### config.mk
export PLATFORM = sky130hd
export DESIGN_NAME = ccff_chain_loader_flat
export DESIGN_NICKNAME = d
export VERILOG_FILES = /design/src/rtl/ccff_loader_pkg.sv /design/src/rtl/ccff_chain_loader_if.sv /design/src/rtl/ccff_rb_packer.sv /design/src/rtl/ccff_chain_loader.sv /design/src/flat_wrapper.sv
export SDC_FILE = /design/constraint.sdc
export NUM_CORES = 1
export LEC_CHECK = 0
export CAP_MARGIN = 20
export CORE_MARGIN = 10
export CORE_UTILIZATION = 56
export DETAILED_ROUTE_END_ITERATION = 7
export PLACE_DENSITY = 0.84
export SLEW_MARGIN = 5
export SYNTH_ARGS = -nofsm -noshare
export SYNTH_HDL_FRONTEND = slang
export SYNTH_SLANG_ARGS = --single-unit
### constraint.sdc
create_clock -name prog_clk -period 3 [get_ports prog_clk]
set_input_delay 0.75 -clock prog_clk [delete_from_list [all_inputs] [get_ports prog_clk]]
set_output_delay 0.75 -clock prog_clk [all_outputs]
set_load 0.01 [all_outputs]
### src/rtl/ccff_loader_pkg.sv
// Shared types and sizing helpers for the ccff chain loader.
// The chain length and word width are parameters, so word counts are derived here.
package ccff_loader_pkg;

    typedef enum logic [1:0] {
        ST_IDLE      = 2'd0,
        ST_WAIT_WORD = 2'd1,
        ST_SHIFT     = 2'd2,
        ST_DONE      = 2'd3
    } state_t;

    // Number of configuration words needed to cover the whole chain.
    function automatic int num_words(input int chain_len, input int word_w);
        return (chain_len + word_w - 1) / word_w;
    endfunction

    // Unused low-order bits of the final word.
    function automatic int pad_bits(input int chain_len, input int word_w);
        return num_words(chain_len, word_w) * word_w - chain_len;
    endfunction

endpackage

### src/rtl/ccff_chain_loader_if.sv
// Configuration word stream (valid/ready) and readback word strobe between
// the bitstream loader (master) and the chain loader (slave).
interface ccff_chain_loader_if #(
    parameter int WORD_W = 16
);
    logic [WORD_W-1:0] cfg_data;
    logic              cfg_valid;
    logic              cfg_ready;
    logic [WORD_W-1:0] rb_data;
    logic              rb_valid;

    modport master (
        output cfg_data,
        output cfg_valid,
        input  cfg_ready,
        input  rb_data,
        input  rb_valid
    );

    modport slave (
        input  cfg_data,
        input  cfg_valid,
        output cfg_ready,
        output rb_data,
        output rb_valid
    );
endinterface

### src/rtl/ccff_rb_packer.sv
// Collects the bits leaving the chain tail into MSB-first readback words;
// flush emits the final partial word left-justified and zero-filled.
module ccff_rb_packer #(
    parameter int WORD_W = 16
) (
    input  logic              prog_clk,
    input  logic              pReset,
    input  logic              clear,
    input  logic              capture,
    input  logic              bit_in,
    input  logic              flush,
    output logic [WORD_W-1:0] rb_data,
    output logic              rb_valid
);
    localparam int CNT_W = $clog2(WORD_W);
    localparam logic [CNT_W-1:0] LAST_POS = CNT_W'(WORD_W - 1);

    logic [WORD_W-2:0] shreg;
    logic [CNT_W-1:0]  cnt;
    logic [WORD_W-1:0] word_next;

    // shreg only ever holds cnt valid bits in its low end, the rest stay zero.
    assign word_next = {shreg, bit_in};

    always_ff @(posedge prog_clk or posedge pReset) begin
        if (pReset) begin
            shreg    <= '0;
            cnt      <= '0;
            rb_data  <= '0;
            rb_valid <= 1'b0;
        end else begin
            rb_valid <= 1'b0;
            if (clear) begin
                shreg <= '0;
                cnt   <= '0;
            end else if (capture) begin
                if (cnt == LAST_POS || flush) begin
                    rb_data  <= word_next << (LAST_POS - cnt);
                    rb_valid <= 1'b1;
                    shreg    <= '0;
                    cnt      <= '0;
                end else begin
                    shreg <= word_next[WORD_W-2:0];
                    cnt   <= cnt + 1'b1;
                end
            end
        end
    end

endmodule

### src/rtl/ccff_chain_loader.sv
// Loads a tile's ccff chain from a word stream, one bit per enabled prog_clk
// edge, and returns the previous chain contents as readback words.
module ccff_chain_loader
    import ccff_loader_pkg::*;
#(
    parameter int CHAIN_LEN = 19,
    parameter int WORD_W    = 16
) (
    input  logic               prog_clk,
    input  logic               pReset,
    input  logic               start,
    input  logic               abort,
    ccff_chain_loader_if.slave cfg,
    output logic               ccff_head,
    output logic               chain_shift_en,
    input  logic               ccff_tail,
    output logic               busy,
    output logic               done
);
    localparam int N_WORDS = num_words(CHAIN_LEN, WORD_W);
    localparam int BC_W    = $clog2(CHAIN_LEN + 1);
    localparam int BW_W    = $clog2(WORD_W);
    localparam int WC_W    = $clog2(N_WORDS + 1);

    localparam logic [BC_W-1:0] LAST_CHAIN_BIT = BC_W'(CHAIN_LEN - 1);
    localparam logic [BC_W-1:0] CHAIN_END      = BC_W'(CHAIN_LEN);
    localparam logic [BW_W-1:0] LAST_WORD_BIT  = BW_W'(WORD_W - 1);
    localparam logic [WC_W-1:0] FINAL_WORD     = WC_W'(N_WORDS - 1);

    state_t            state;
    state_t            state_nxt;
    logic [WORD_W-1:0] word_buf;
    logic [BC_W-1:0]   bit_cnt;
    logic [BW_W-1:0]   bit_in_word;
    logic [WC_W-1:0]   word_cnt;
    logic              load_word;
    logic              shift_bit;
    logic              clear_cnt;
    logic              last_chain_bit;
    logic              last_word_bit;
    logic              final_word;

    assign last_chain_bit = (state == ST_SHIFT) && (bit_cnt == LAST_CHAIN_BIT);
    assign last_word_bit  = (bit_in_word == LAST_WORD_BIT);
    assign final_word     = (word_cnt == FINAL_WORD);

    // NOTE: every output of this block gets a default first, so no path leaves
    // one unassigned and no latch is inferred.
    always_comb begin
        state_nxt = state;
        load_word = 1'b0;
        shift_bit = 1'b0;
        clear_cnt = 1'b0;
        if (abort) begin
            state_nxt = ST_IDLE;
        end else begin
            case (state)
                ST_IDLE, ST_DONE: begin
                    if (start) begin
                        state_nxt = ST_WAIT_WORD;
                        clear_cnt = 1'b1;
                    end
                end
                ST_WAIT_WORD: begin
                    if (cfg.cfg_valid) begin
                        state_nxt = ST_SHIFT;
                        load_word = 1'b1;
                    end
                end
                ST_SHIFT: begin
                    shift_bit = 1'b1;
                    if (last_chain_bit) begin
                        state_nxt = ST_DONE;
                    end else if (last_word_bit && !final_word) begin
                        state_nxt = ST_WAIT_WORD;
                    end
                end
                default: state_nxt = ST_IDLE;
            endcase
        end
    end

    // NOTE: sequential state uses non-blocking assignments so every register
    // samples pre-edge values regardless of block ordering.
    always_ff @(posedge prog_clk or posedge pReset) begin
        if (pReset) begin
            state <= ST_IDLE;
        end else begin
            state <= state_nxt;
        end
    end

    // chain_shift_en is a dedicated flop so the integrator can gate prog_clk glitch-free.
    always_ff @(posedge prog_clk or posedge pReset) begin
        if (pReset) begin
            word_buf       <= '0;
            chain_shift_en <= 1'b0;
            bit_cnt        <= '0;
            bit_in_word    <= '0;
            word_cnt       <= '0;
        end else begin
            chain_shift_en <= (state_nxt == ST_SHIFT);

            if (load_word) begin
                word_buf <= cfg.cfg_data;
            end else if (shift_bit) begin
                word_buf <= {word_buf[WORD_W-2:0], 1'b0};
            end

            if (clear_cnt) begin
                bit_cnt     <= '0;
                bit_in_word <= '0;
                word_cnt    <= '0;
            end else if (shift_bit) begin
                if (bit_cnt != CHAIN_END) begin
                    bit_cnt <= bit_cnt + 1'b1;
                end
                if (last_word_bit) begin
                    bit_in_word <= '0;
                    word_cnt    <= word_cnt + 1'b1;
                end else begin
                    bit_in_word <= bit_in_word + 1'b1;
                end
            end
        end
    end

    assign ccff_head     = word_buf[WORD_W-1];
    assign cfg.cfg_ready = (state == ST_WAIT_WORD);
    assign busy          = (state == ST_WAIT_WORD) || (state == ST_SHIFT);
    assign done          = (state == ST_DONE);

    // A partial readback word is dropped on abort: clear overrides the flush.
    ccff_rb_packer #(
        .WORD_W(WORD_W)
    ) u_rb_packer (
        .prog_clk(prog_clk),
        .pReset  (pReset),
        .clear   (clear_cnt | abort),
        .capture (chain_shift_en),
        .bit_in  (ccff_tail),
        .flush   (last_chain_bit),
        .rb_data (cfg.rb_data),
        .rb_valid(cfg.rb_valid)
    );

endmodule

### src/flat_wrapper.sv
// flat-port wrapper written by rule: the top's interface ports become plain ports
module ccff_chain_loader_flat import ccff_loader_pkg::*;
#(
    parameter int CHAIN_LEN = 19,
    parameter int WORD_W    = 16
)
  (prog_clk, pReset, start, abort, ccff_head, chain_shift_en, ccff_tail, busy, done, cfg_cfg_data, cfg_cfg_valid, cfg_cfg_ready, cfg_rb_data, cfg_rb_valid);
  ccff_chain_loader_if #(.WORD_W(WORD_W)) cfg_i ();
  input  logic prog_clk;
  input  logic pReset;
  input  logic start;
  input  logic abort;
  output logic ccff_head;
  output logic chain_shift_en;
  input  logic ccff_tail;
  output logic busy;
  output logic done;
  input wire logic [$bits(cfg_i.cfg_data)-1:0] cfg_cfg_data;
  input wire logic [$bits(cfg_i.cfg_valid)-1:0] cfg_cfg_valid;
  output wire logic [$bits(cfg_i.cfg_ready)-1:0] cfg_cfg_ready;
  output wire logic [$bits(cfg_i.rb_data)-1:0] cfg_rb_data;
  output wire logic [$bits(cfg_i.rb_valid)-1:0] cfg_rb_valid;
  assign cfg_i.cfg_data = cfg_cfg_data;
  assign cfg_i.cfg_valid = cfg_cfg_valid;
  assign cfg_cfg_ready = cfg_i.cfg_ready;
  assign cfg_rb_data = cfg_i.rb_data;
  assign cfg_rb_valid = cfg_i.rb_valid;
  ccff_chain_loader #(.CHAIN_LEN(CHAIN_LEN), .WORD_W(WORD_W)) u_core (.prog_clk(prog_clk), .pReset(pReset), .start(start), .abort(abort), .cfg(cfg_i), .ccff_head(ccff_head), .chain_shift_en(chain_shift_en), .ccff_tail(ccff_tail), .busy(busy), .done(done));
endmodule
==> impl_results.md <==
* Status: finished clean
* CTS-repair resized insts at 0
* Seq/Total Area, Yosys at 0.457
* Highest fanout seen on the critical path at 8
* Pin count of the biggest net entering global routing at 67
* RSZ-0062 raised after global routing: false
* Starting DRT DRC Count at 258
* Data required time of the critical path at 2.25 ns
* Category of the worst setup path launch point: register
* Routed WL per cell at 17.8 um
* Utilization after layout at 0.682
* Crit Reg-Reg Startpoint: u_core.state[0]
* Cell with the most instances on the worst path: inv_1
* Distinct cell type count after synthesis at 50
* Synth Net Count at 371
* Critical path, cell by cell: inv_1 -> ha_1 -> inv_1 -> clkdlybuf4s50_1
* Transition time of the tightest slew-check pin at 0.819 ns
* Via count of the first global-routing pass at 2,814
* Number of I/O port buffers at 43
* Top_reg_cell synth: dfrtp_1
* Final hold violation count at 0
* Smallest hold slack at 0.506 ns
* Synth Warn # at 0
* Max-capacitance violation count at 0
* Diodes inserted at 0
* Global routing usage summed across all routing layers at 0.169
* Post-CTS setup buffer count at 0
* Final Cell Area at 4310 sq um
* Detail-routed via count per cell at 6.12
* Average instance area after synthesis at 10.6 sq um
* Leading cell types by total area after synthesis: dfrtp_1 (46%), mux4_2 (5.6%), a221o_1 (4.2%)
* Die width at 100 um
* Post-route minimum period at 2.69 ns
* Cell type with the highest aggregate area in the netlist: dfrtp_1
* Cell Area, Placed at 4100 sq um
* Worst supply voltage drop on vdd at 0.403 mV
* CTS HTree Levels at 3
* I/O pin total at 44
* Area share of the largest cell type after synthesis at 0.457
* Antenna violations before repair at 0
* Critical hold path startpoint: u_core.bit_in_word[3]
* Half-perimeter wire length of the detailed placement result at 5690 um
* Drc violations at 0
* Synthesis-stage register bit count at 66
* Hold buffers post-CTS at 0
* Root buf cell: clkbuf_8
* Remaining max-slew budget at the tightest pin at 0.452
* Cell area after synthesis at 3610 sq um
* Static leakage at 1.83 nW
* Setup-failing EPs final at 0
* Antenna viol nets, final at 0
* Die extent in y at 100 um
* Final WS setup at 0.309 ns
* Commonest non-fill, non-tap cells in the layout: dfrtp_1 (66), clkdlybuf4s50_1 (43), nand2_1 (37)
* Category of the critical setup timing path: register to primary output
* Hold crit path type: register to register
* Kind of cell with the highest combined delay on the critical path: buffers and inverters
* Arrival @ worst endpoint at 1.94 ns
* Post-Syn Instances at 341
* Clock Sinks at 66
* Number of rows in the core area at 29
* Clock transition at the registers of the reported paths at 0.07 ns
* Fraction of layout instances using a drive strength above 1 at 0.153
* Post-Place Setup Slack at 0.198 ns
* CTS buffer count at 9
* Achievable Freq at 372 MHz
* Endpoint type of the worst setup path: primary output
* Slowest stage cell, crit path: clkdlybuf4s50_1
* Most frequent standard cell in the layout excluding fill and tap cells: dfrtp_1
* Floorplan core area at 6310 sq um
* Overall overflow remaining after global route at 0
* Share of the cycle needed by the critical path after routing at 0.897
* Clock latency on the worst-skew pair at 0.35 ns
* Area Growth Syn to Fin at 19.2%
* Delay of the slowest critical-path stage at 0.55 ns
* Fin. max-slew vios at 0
* Total detailed-routing wirelength at 8260 um
* Global-route wire length before repair at 14,000 um
* Critical Path Start: u_core.state[0]
* Ys async rst share at 1.00
* PwrDens at 480 nW/um^2
* NumNets Final at 411
* Clock skew at 0.0107 ns
* CTS tree: built
* Routability Congestion at 0.870
* Longest Clk Path Bufs at 2
* Final TNS setup at 0 ns
* Total via count in the routed design at 2,833
* Number of flops mapped to enable cells by yosys at 0
* Floorplan die area at 10,100 sq um
* Number of buffer and inverter instances along the worst setup path at 3
* Detailed-router iteration count before antenna repair at 5
* Initial Utilization at 0.572
-- through the flow --
step,power (mW),std cells
after global routing,2.17,463
final,2.07,463
after CTS,2.09,462
after detailed placement,1.34,446
after floorplan,1.23,341
after global placement,1.32,446
-- cell type report --
class | count | area [sq um]
Clock inverter | 4 | 51.3
Inverter | 12 | 45.0
Clock buffer | 12 | 145
Timing Repair Buffer | 53 | 518
Sequential cell | 66 | 1650
Multi-Input combinational cell | 239 | 1800
Fill cell | 487 | 2010
Tap cell | 77 | 96.3
-- Yosys cell counts, types with 2 or more instances --
cell type   n
nand2b_1    2
clkbuf_1   13
o211ai_1    6
xnor2_1     3
nor2b_1     3
o31ai_1     6
buf_6       2
a221o_1    15
mux4_2      9
a22o_1     16
inv_1      12
nand4_1     4
o21a_1      2
dfrtp_1    66
nor3b_1     2
mux2i_1     8
and3_1      2
a21oi_1    11
nor2_1     34
ha_1        8
nand3b_1    2
xor2_1      3
a211o_2     2
a211oi_1    2
nand4b_1    2
a22oi_1     3
nand3_1     6
nor3_1      6
a22o_2      2
buf_2       8
nand2_1    37
a221o_2     2
mux2_2     12
o21ai_0    13
nor4_1      2
-- metal layers --
| metal | vias to the layer above | share of wire | track usage |
|---|---|---|---|
| li1 | 1338 | - | - |
| met1 | 1394 | 0.44 | 0.217 |
| met2 | 90 | 0.49 | 0.266 |
| met3 | 11 | 0.059 | 0.0474 |
| met4 | 0 | 0.015 | 0.0630 |
| met5 | - | 0 | 0 |
-- flip-flops by register name, indices dropped and copies added (netlist names) --
signal and cells:
u_core.bit_cnt 5, u_core.u_rb_packer.cnt 4, u_core.u_rb_packer.shreg 15, u_core.word_buf 16, u_core.chain_shift_en 1, u_core.u_rb_packer.rb_valid 1, u_core.u_rb_packer.rb_data 16, u_core.state 2
u_core.bit_in_word 4, u_core.word_cnt 2
-- logic make-up after synthesis --
kind of cell | Yosys count | synth area share
multiplexers | 29 | 0.116
flip-flops | 66 | 0.457
adder cells (fa/ha/maj) | 8 | 0.0277
AND/OR/NAND/NOR | 108 | 0.141
XOR/XNOR | 6 | 0.0146
AO/OA/AOI/OAI | 88 | 0.198
buffers and inverters | 36 | 0.0454
-- where the power goes --
part	internal (mW)	switching, mW	leakage (nW)	total, mW
combinational	0.146	0.141	0.838	0.286
clock	0.407	0.340	0.0966	0.747
sequential	0.980	0.0557	0.894	1.04
-- worst paths after layout --
path                                             endpoint  slack, ns  cells past startpoint
min reg2reg                         u_core.bit_in_word[3]       0.51                      1
min in group asynchronous              u_core.word_buf[0]       0.78                      3
min                                 u_core.bit_in_word[3]       0.51                      1
max                                                  busy       0.31                      4
max reg2reg                u_core.u_rb_packer.rb_data[13]       0.39                      6
max in group asynchronous     u_core.u_rb_packer.shreg[6]       1.92                      3
-- worst register-to-register path: stages, from the launching register on --
cell and delay, ns:
dfrtp_1 0.43, inv_1 0.09, ha_1 0.28, and2_0 0.51
a21oi_4 0.16, or2_0 0.51, a221o_2 0.50
(Power assumes the default switching activity.)
